==> src/rtl/io_tx_controller_if.sv <==
// img_sram_intf: image SRAM port; the master presents row/col and controls, the SRAM returns dout.
interface img_sram_intf;
    logic [7:0] row;
    logic [7:0] col;
    logic [7:0] din;
    logic [7:0] dout;
    logic       sense_en;
    logic       write_en;
    modport mst (output row, col, sense_en, write_en, din, input dout);
    modport slv (input row, col, sense_en, write_en, din, output dout);
endinterface

==> src/rtl/io_tx_controller.sv <==
// io_tx_controller: streams a stored image out of the SRAM in raster order onto a valid/ready byte bus.
// Optional IO_TX_LAST_EN adds dout_last, flagging the final pixel of each frame.
module io_tx_controller #(
    parameter int RD_LAT     = 1,
    parameter int FIFO_DEPTH = 4
) (
    input  logic       clk,
    input  logic       rstn,
    input  logic       en,
    input  logic [7:0] nrows,
    input  logic [7:0] ncols,
    output logic [7:0] dout,
    output logic       dout_valid,
`ifdef IO_TX_LAST_EN
    output logic       dout_last,
`endif
    input  logic       dout_ready,
    output logic       busy,
    img_sram_intf.mst  sram_img
);
    localparam int AW = $clog2(FIFO_DEPTH);
    localparam int CW = AW + 1;
`ifdef IO_TX_LAST_EN
    localparam int DW = 9;
`else
    localparam int DW = 8;
`endif

    typedef enum logic [1:0] {IDLE, READ, DRAIN} state_t;

    state_t            state_q, state_d;
    logic [7:0]        nrows_q, ncols_q, row_q, col_q, row_d, col_d;
    logic [CW-1:0]     fcnt_q, fcnt_d, infl_q, infl_d;
    logic [AW-1:0]     wptr_q, rptr_q;
    logic [DW-1:0]     mem_q [FIFO_DEPTH];
    logic [RD_LAT-1:0] vld_q;
    logic              busy_q, issue, at_end, push, pop;
    logic [DW-1:0]     wdata, head;
`ifdef IO_TX_LAST_EN
    logic [RD_LAT-1:0] lst_q;
`endif

    assign sram_img.row      = row_q;
    assign sram_img.col      = col_q;
    assign sram_img.sense_en = 1'b1;
    assign sram_img.write_en = 1'b0;
    assign sram_img.din      = 8'd0;
    assign busy              = busy_q;

    always_comb begin
        at_end     = (row_q == nrows_q) && (col_q == ncols_q);
        // credit covers both buffered data and reads still in the SRAM pipeline
        issue      = (state_q == READ) && (({1'b0, fcnt_q} + {1'b0, infl_q}) < (CW + 1)'(FIFO_DEPTH));
        push       = vld_q[RD_LAT-1];
        dout_valid = fcnt_q != '0;
        pop        = dout_valid && dout_ready;
        fcnt_d     = fcnt_q + CW'(push) - CW'(pop);
        infl_d     = infl_q + CW'(issue) - CW'(push);
        head       = mem_q[rptr_q];
        dout       = dout_valid ? head[7:0] : 8'd0;
`ifdef IO_TX_LAST_EN
        dout_last  = dout_valid && head[8];
        wdata      = {lst_q[RD_LAT-1], sram_img.dout};
`else
        wdata      = sram_img.dout;
`endif
        col_d      = (state_q == IDLE) ? 8'd0 : issue ? ((col_q == ncols_q) ? 8'd0 : col_q + 8'd1) : col_q;
        row_d      = (state_q == IDLE) ? 8'd0 : (issue && col_q == ncols_q) ? row_q + 8'd1 : row_q;
        case (state_q)
            IDLE:    state_d = en ? READ : IDLE;
            READ:    state_d = (issue && at_end) ? DRAIN : READ;
            default: state_d = (infl_d == '0 && fcnt_d == '0) ? IDLE : DRAIN;
        endcase
    end

    always_ff @(posedge clk or negedge rstn) begin
        if (!rstn) begin
            state_q <= IDLE;
            busy_q  <= 1'b0;
            nrows_q <= '0;
            ncols_q <= '0;
            row_q   <= '0;
            col_q   <= '0;
            fcnt_q  <= '0;
            infl_q  <= '0;
            wptr_q  <= '0;
            rptr_q  <= '0;
            vld_q   <= '0;
`ifdef IO_TX_LAST_EN
            lst_q   <= '0;
`endif
            for (int i = 0; i < FIFO_DEPTH; i++) mem_q[i] <= '0;
        end else begin
            state_q <= state_d;
            busy_q  <= state_d != IDLE;
            row_q   <= row_d;
            col_q   <= col_d;
            fcnt_q  <= fcnt_d;
            infl_q  <= infl_d;
            vld_q   <= RD_LAT'({vld_q, issue});
`ifdef IO_TX_LAST_EN
            lst_q   <= RD_LAT'({lst_q, issue && at_end});
`endif
            if (state_q == IDLE && en) begin
                nrows_q <= nrows;
                ncols_q <= ncols;
            end
            if (push) begin
                mem_q[wptr_q] <= wdata;
                wptr_q        <= wptr_q + AW'(1);
            end
            if (pop) rptr_q <= rptr_q + AW'(1);
        end
    end
endmodule

==> src/flat_wrapper.sv <==
// flat-port wrapper written by rule: the top's interface ports become plain ports
module io_tx_controller_flat 
#(
    parameter int RD_LAT     = 1,
    parameter int FIFO_DEPTH = 4
)
  (clk, rstn, en, nrows, ncols, dout, dout_valid, dout_ready, busy, sram_img_row, sram_img_col, sram_img_sense_en, sram_img_write_en, sram_img_din, sram_img_dout);
  img_sram_intf sram_img_i ();
  input  logic clk;
  input  logic rstn;
  input  logic en;
  input  logic [7:0] nrows;
  input  logic [7:0] ncols;
  output logic [7:0] dout;
  output logic dout_valid;
  input  logic dout_ready;
  output logic busy;
  output wire logic [$bits(sram_img_i.row)-1:0] sram_img_row;
  output wire logic [$bits(sram_img_i.col)-1:0] sram_img_col;
  output wire logic [$bits(sram_img_i.sense_en)-1:0] sram_img_sense_en;
  output wire logic [$bits(sram_img_i.write_en)-1:0] sram_img_write_en;
  output wire logic [$bits(sram_img_i.din)-1:0] sram_img_din;
  input wire logic [$bits(sram_img_i.dout)-1:0] sram_img_dout;
  assign sram_img_row = sram_img_i.row;
  assign sram_img_col = sram_img_i.col;
  assign sram_img_sense_en = sram_img_i.sense_en;
  assign sram_img_write_en = sram_img_i.write_en;
  assign sram_img_din = sram_img_i.din;
  assign sram_img_i.dout = sram_img_dout;
  io_tx_controller #(.RD_LAT(RD_LAT), .FIFO_DEPTH(FIFO_DEPTH)) u_core (.clk(clk), .rstn(rstn), .en(en), .nrows(nrows), .ncols(ncols), .dout(dout), .dout_valid(dout_valid), .dout_ready(dout_ready), .busy(busy), .sram_img(sram_img_i));
endmodule
==> config.mk <==
export PLATFORM = sky130hd
export DESIGN_NAME = io_tx_controller_flat
export DESIGN_NICKNAME = d
export VERILOG_FILES = /design/src/rtl/io_tx_controller_if.sv /design/src/rtl/io_tx_controller.sv /design/src/flat_wrapper.sv
export SDC_FILE = /design/constraint.sdc
export NUM_CORES = 1
export LEC_CHECK = 0
export BUFFER_PORTS_ARGS = -buffer_cell sky130_fd_sc_hd__buf_2
export CAP_MARGIN = 20
export CORE_MARGIN = 8
export CORE_UTILIZATION = 50
export DETAILED_ROUTE_END_ITERATION = 12
export GPL_TIMING_DRIVEN = 0
export PLACE_DENSITY = 0.72
export SLEW_MARGIN = 20
export SYNTH_ARGS = -nofsm -noshare
export SYNTH_HDL_FRONTEND = slang
export SYNTH_SLANG_ARGS = --single-unit
==> constraint.sdc <==
create_clock -name clk -period 4.4 [get_ports clk]
set_clock_uncertainty 0.05 [all_clocks]
set_input_delay 0.44 -clock clk [delete_from_list [all_inputs] [get_ports clk]]
set_output_delay 0.44 -clock clk [all_outputs]
set_load 0.01 [all_outputs]
# == After elaboration in Yosys (flattened, before gate mapping) ==
# Index checks and enable logic that the tools add are counted.
# W data, S select, Z words.
# word_totals
regBits,78
latchBits,0
ramBits,0
rom_bits,0
inputBits,28
elab_cells,64
memories,0
# op_classes
addsub,9
mul,0
n_div,0
magnitude_cmp,4
eq_ne,3
shift,0
muxes,16
n_bitwise,2
n_reduce_logical,15
# ops
operator,count
$mux W8,9
$bwmux W32,1
$add A8 B1 Y8 const B,2
$bmux W8 S2,1
$demux W8 S2,1
$eq A8 B8 Y1,2
$logic_and A1 B1 Y1,8
$add A3 B1 Y3,2
$ge A3 B3 Y1 const B,2
$logic_not A3 Y1,2
$not A2 Y3,2
$reduce_bool A2 Y1,3
$sub A3 B1 Y3,2
$add A2 B1 Y2 const B,2
$add A3 B3 Y4,1
$lt A4 B3 Y1 const B,1
$mux W2,2
$pmux W2 S2,1
$lt A3 B1 Y1 const B,1
$reduce_bool A3 Y1,1
$eq A2 B1 Y1 const B,1
$logic_not A2 Y1,1
$mux W1,1

# == Logic depth before layout (Yosys ltp) ==
# logic_depth
ltp_word,10
mapped_depth,12

# == Worst setup path before layout ==
# No wires, ideal clock.
# synth_timing
path_type,register -> register
from,register u_core.fcnt_q[1]
to,register u_core.state_q[1]
setup_time_ns,0.122
arrival_ns,2.781
t_required_ns,4.228
setup_slack_ns,1.448
stages_incl_launch_ff,13
path_buffers,1
cell_sequence,dfrtp_1 or3_1 clkbuf_1 and2_1 ha_1 inv_1 ha_1 inv_1 fa_1 inv_1 nor4_1 nand3_1 a32o_1
# synth_via
elab_cells_between_ends,16
classes_between,5 x add/sub; 1 x order compare; 3 x mux; 7 x reduce/logical
# synth_lines
item,line_no,rtl
"start, declared",io_tx_controller.sv:33,"logic [CW-1:0] fcnt_q, fcnt_d, infl_q, infl_d;"
"start signal, assigned",io_tx_controller.sv:98,fcnt_q <= fcnt_d;
$reduce_bool A3 Y1,io_tx_controller.sv:55,dout_valid = fcnt_q != '0;
via dout_valid,flat_wrapper.sv:15,output logic dout_valid;
$logic_and A1 B1 Y1,io_tx_controller.sv:56,pop = dout_valid && dout_ready;
via u_core.pop,io_tx_controller.sv:37,"logic busy_q, issue, at_end, push, pop;"
$sub A3 B1 Y3,io_tx_controller.sv:57,fcnt_d = fcnt_q + CW'(push) - CW'(pop);
via u_core.fcnt_d[1],io_tx_controller.sv:33,
$logic_not A3 Y1,io_tx_controller.sv:72,default: state_d = (infl_d == '0 && fcnt_d == '0) ? IDLE : DRAIN;
$logic_and A1 B1 Y1,io_tx_controller.sv:72,
$mux W2,io_tx_controller.sv:72,
$pmux W2 S2,io_tx_controller.sv:69,case (state_q)
via u_core.state_d[1],io_tx_controller.sv:31,"state_t state_q, state_d;"
"end signal, assigned",io_tx_controller.sv:94,state_q <= state_d;
"end, declared",io_tx_controller.sv:31,
# The timed path passes the listed nets, and every way through them passes these cells.
# A chain may end at the register's enable or synchronous reset.

# == Final worst setup path ==
# layout_timing
from,register u_core.fcnt_q[1]
to,register u_core.state_q[1]
# layout_via
elab_cells_between_ends,16
classes_between,5 x add/sub; 1 x order compare; 3 x mux; 7 x reduce/logical
# layout_lines
item,line_no
$reduce_bool A3 Y1,io_tx_controller.sv:55
$logic_and A1 B1 Y1,io_tx_controller.sv:56
via u_core.pop,io_tx_controller.sv:37
$sub A3 B1 Y3,io_tx_controller.sv:57
via u_core.fcnt_d[1],io_tx_controller.sv:33
$logic_not A3 Y1,io_tx_controller.sv:72
$logic_and A1 B1 Y1,io_tx_controller.sv:72
$mux W2,io_tx_controller.sv:72
$pmux W2 S2,io_tx_controller.sv:69
via u_core.state_d[1],io_tx_controller.sv:31
# The timed path passes the listed nets, and every way through them passes these cells.

==> impl_metrics.ini <==
[run_status]
status = finished with violations
violations = negative hold slack

[power]
power.internal_w = 0.00207
combPwrFrac = 0.414
p_leak_nw = 2.12
power_frac_seq = 0.382
switching_share = 0.346
ir_drop_uv = 280
power_switching_w = 0.00110
pwr-share-clk = 0.204
cellPowerDensity_nw_per_um2 = 684

[worst_setup_path]
setup.worst_path.start = u_core.fcnt_q[1]
start_kind = flip-flop
reg2regPathDepth = 12
setup.worst_path.end = u_core.state_q[1]
r2r_start = u_core.fcnt_q[1]
end_kind = flip-flop
required_ns = 4.60
crit_path_max_fanout = 10
path_class = reg -> reg
r2r_end = u_core.state_q[1]
r2r_slack_ns = 1.14
crit_arrival_ns = 3.46

[placement]
place_inst = 482
dp_slack_ns = 1.12
hpwl_microns = 5780
gp_congestion = 0.729
port_buffers = 53

[clock_network]
numCtsBuffers = 9
clock_latency_ns = 0.35
clock_path_buffers = 2
post_cts_buffers = 0
hold_buffers = 0
cts_resized = 0
htreeDepth = 3
cts_sinks = 78
cts.reportedPaths.clkPinSlew_ns = 0.09
clock-root-buffer = clkbuf_8
cts_tree = done

[timing]
slew_viol_final = 0
fin_tns_setup_ns = 0
fin_ws_ns = 1.14
period_share = 0.742
relSlewSlack = 0.599
min_period_ns = 3.26
timing.fmax_mhz = 306
rsz0062_at_grt = no
setup_violations = 0
tightest_slew_ns = 0.601
holdWs_ns = -0.00563
final_hold_viol_count = 4

[layout]
n_antenna_cell = 0
fin_nets = 433
drive_gt1_frac = 0.374
area_growth_pct = 17.3
fin_cells = 498
utilization = 0.603

[synthesis]
yosysWarnings = 0
ys.flop_type = dfrtp_1
synth_seq_area_share = 0.494
yosys.area.top_type = dfrtp_1
yosys_register_bits = 78
synthTopCellsByCount = dfrtp_1 (78), mux2_2 (48), nand2_1 (22)
ys_types = 44
syn_inst = 318
yosysMostFrequentCell = dfrtp_1
synthTopCellsByArea = dfrtp_1 (49%), mux2_2 (14%), mux4_2 (4.6%)
synth_top_area_share = 0.494
synth.cell_area_sq_um = 3950
async_reset_ff_frac = 1.00
avgSynthCellArea_sq_um = 12.4
synth_edf_count = 0

[detailed_routing]
wl_per_cell_microns = 16.0
first_iter_violations = 92
routed_wirelength_microns = 7990
vias = 2633
firstDrtPassIters = 4
viasPerCell = 5.29
drc_errors = 0
antenna_left = 0

[global_routing]
first_global_vias = 2793
grt_usage = 0.156
overflow = 0
grt_max_degree = 43
grt_pass1_wl_microns = 13800
antenna_found_initial = 0

[floorplan]
core_sq_um = 7690
pin_count = 64
fp.dieH_microns = 105
fp-row-count = 32
die-width_microns = 105
initial_core_util = 0.514
fp.dieArea_sq_um = 11000

[job]
cap_violations = 0

[hold_path]
hold_class = in -> async
-- critical path, stage by stage (launching register included) --
cell	delay [ns]
dfrtp_1	0.45
or3_1	0.36
clkbuf_1	0.22
and2_1	0.26
ha_1	0.30
inv_1	0.06
ha_1	0.13
inv_1	0.05
fa_1	0.47
inv_1	0.06
nor4_1	0.40
nand3_1	0.14
a32o_1	0.22
-- through the flow --
| step | instance area, sq um | hold slack (ns) | total power (W) |
|---|---|---|---|
| after floorplan | 3980 | 0.0944 | 0.00219 |
| after global placement | 4380 | 0.432 | 0.00248 |
| after detailed placement | 4400 | 0.398 | 0.00256 |
| after CTS | 4640 | 0.00612 | 0.00322 |
| after global routing | 4640 | 0.00473 | 0.00341 |
| final | 4640 | -0.00563 | 0.00317 |
-- state kept, by name (all words and copies together) (netlist names), 3 cells and up --
name	flops
u_core.fcnt_q	3
u_core.sram_img.row	8
u_core.ncols_q	8
u_core.nrows_q	8
u_core.infl_q	3
u_core.sram_img.col	8
u_core.mem_q	32
-- worst min path at each step --
| stage | cells after the start | end | from | slack [ns] |
|---|---|---|---|---|
| final | 1 | u_core.mem_q[29] | rstn | -0.006 |
| after global routing | 1 | u_core.mem_q[29] | rstn | 0.005 |
| after CTS | 1 | u_core.mem_q[29] | rstn | 0.006 |
| after detailed placement | 1 | u_core.mem_q[29] | rstn | 0.40 |
| after global placement | 1 | u_core.mem_q[22] | u_core.mem_q[22] | 0.43 |
| after floorplan | 0 | u_core.busy | rstn | 0.09 |
-- metal layers --
metal	up-vias	track usage	routed length, microns
met5	-	0	0
met4	0	0.0510	99
met3	9	0.0663	533
met2	66	0.251	3920
met1	1307	0.185	3430
li1	1251	-	-
-- power by group through the flow --
stage                     clock network [W]  logic (W)  registers, W
final                              0.000646    0.00131       0.00121
after CTS                          0.000664    0.00134       0.00121
after detailed placement                  0    0.00133       0.00123
after global routing               0.000694    0.00146       0.00126
after floorplan                           0    0.00101       0.00118
after global placement                    0    0.00127       0.00121
-- kinds of logic after synthesis --
logic type      count (synthesis)  synth area share
compound gates                 22            0.0386
xor+xnor                       24            0.0532
fa+ha+maj                      14            0.0481
buf+inv                        37            0.0535
flops                          78             0.494
mux                            63             0.200
other cells                     2           0.00190
simple gates                   78             0.111
-- cells in the final DEF, fill, tap and decap left out, types with 7 or more instances in the layout --
master / n
and2_1: 10
buf_2: 55
buf_4: 11
clkbuf_8: 12
conb_1: 10
dfrtp_1: 78
ha_1: 12
inv_1: 15
mux2_2: 48
mux2i_1: 7
mux4_2: 8
nand2_1: 22
nand3_1: 10
nor4_1: 8
o21ai_0: 7
xnor2_1: 12
xor2_1: 12
-- area by class of cell --
cell class / count / area (sq um)
fill: 664 / 3050
clock buffer: 11 / 131
tap: 102 / 128
sequential: 78 / 1950
multi-input combinational: 211 / 1820
inverter: 16 / 60.1
buffer: 21 / 151
clock inverter: 5 / 108
timing repair buffer: 54 / 288
No activity file was read; power rests on OpenSTA's default activity.
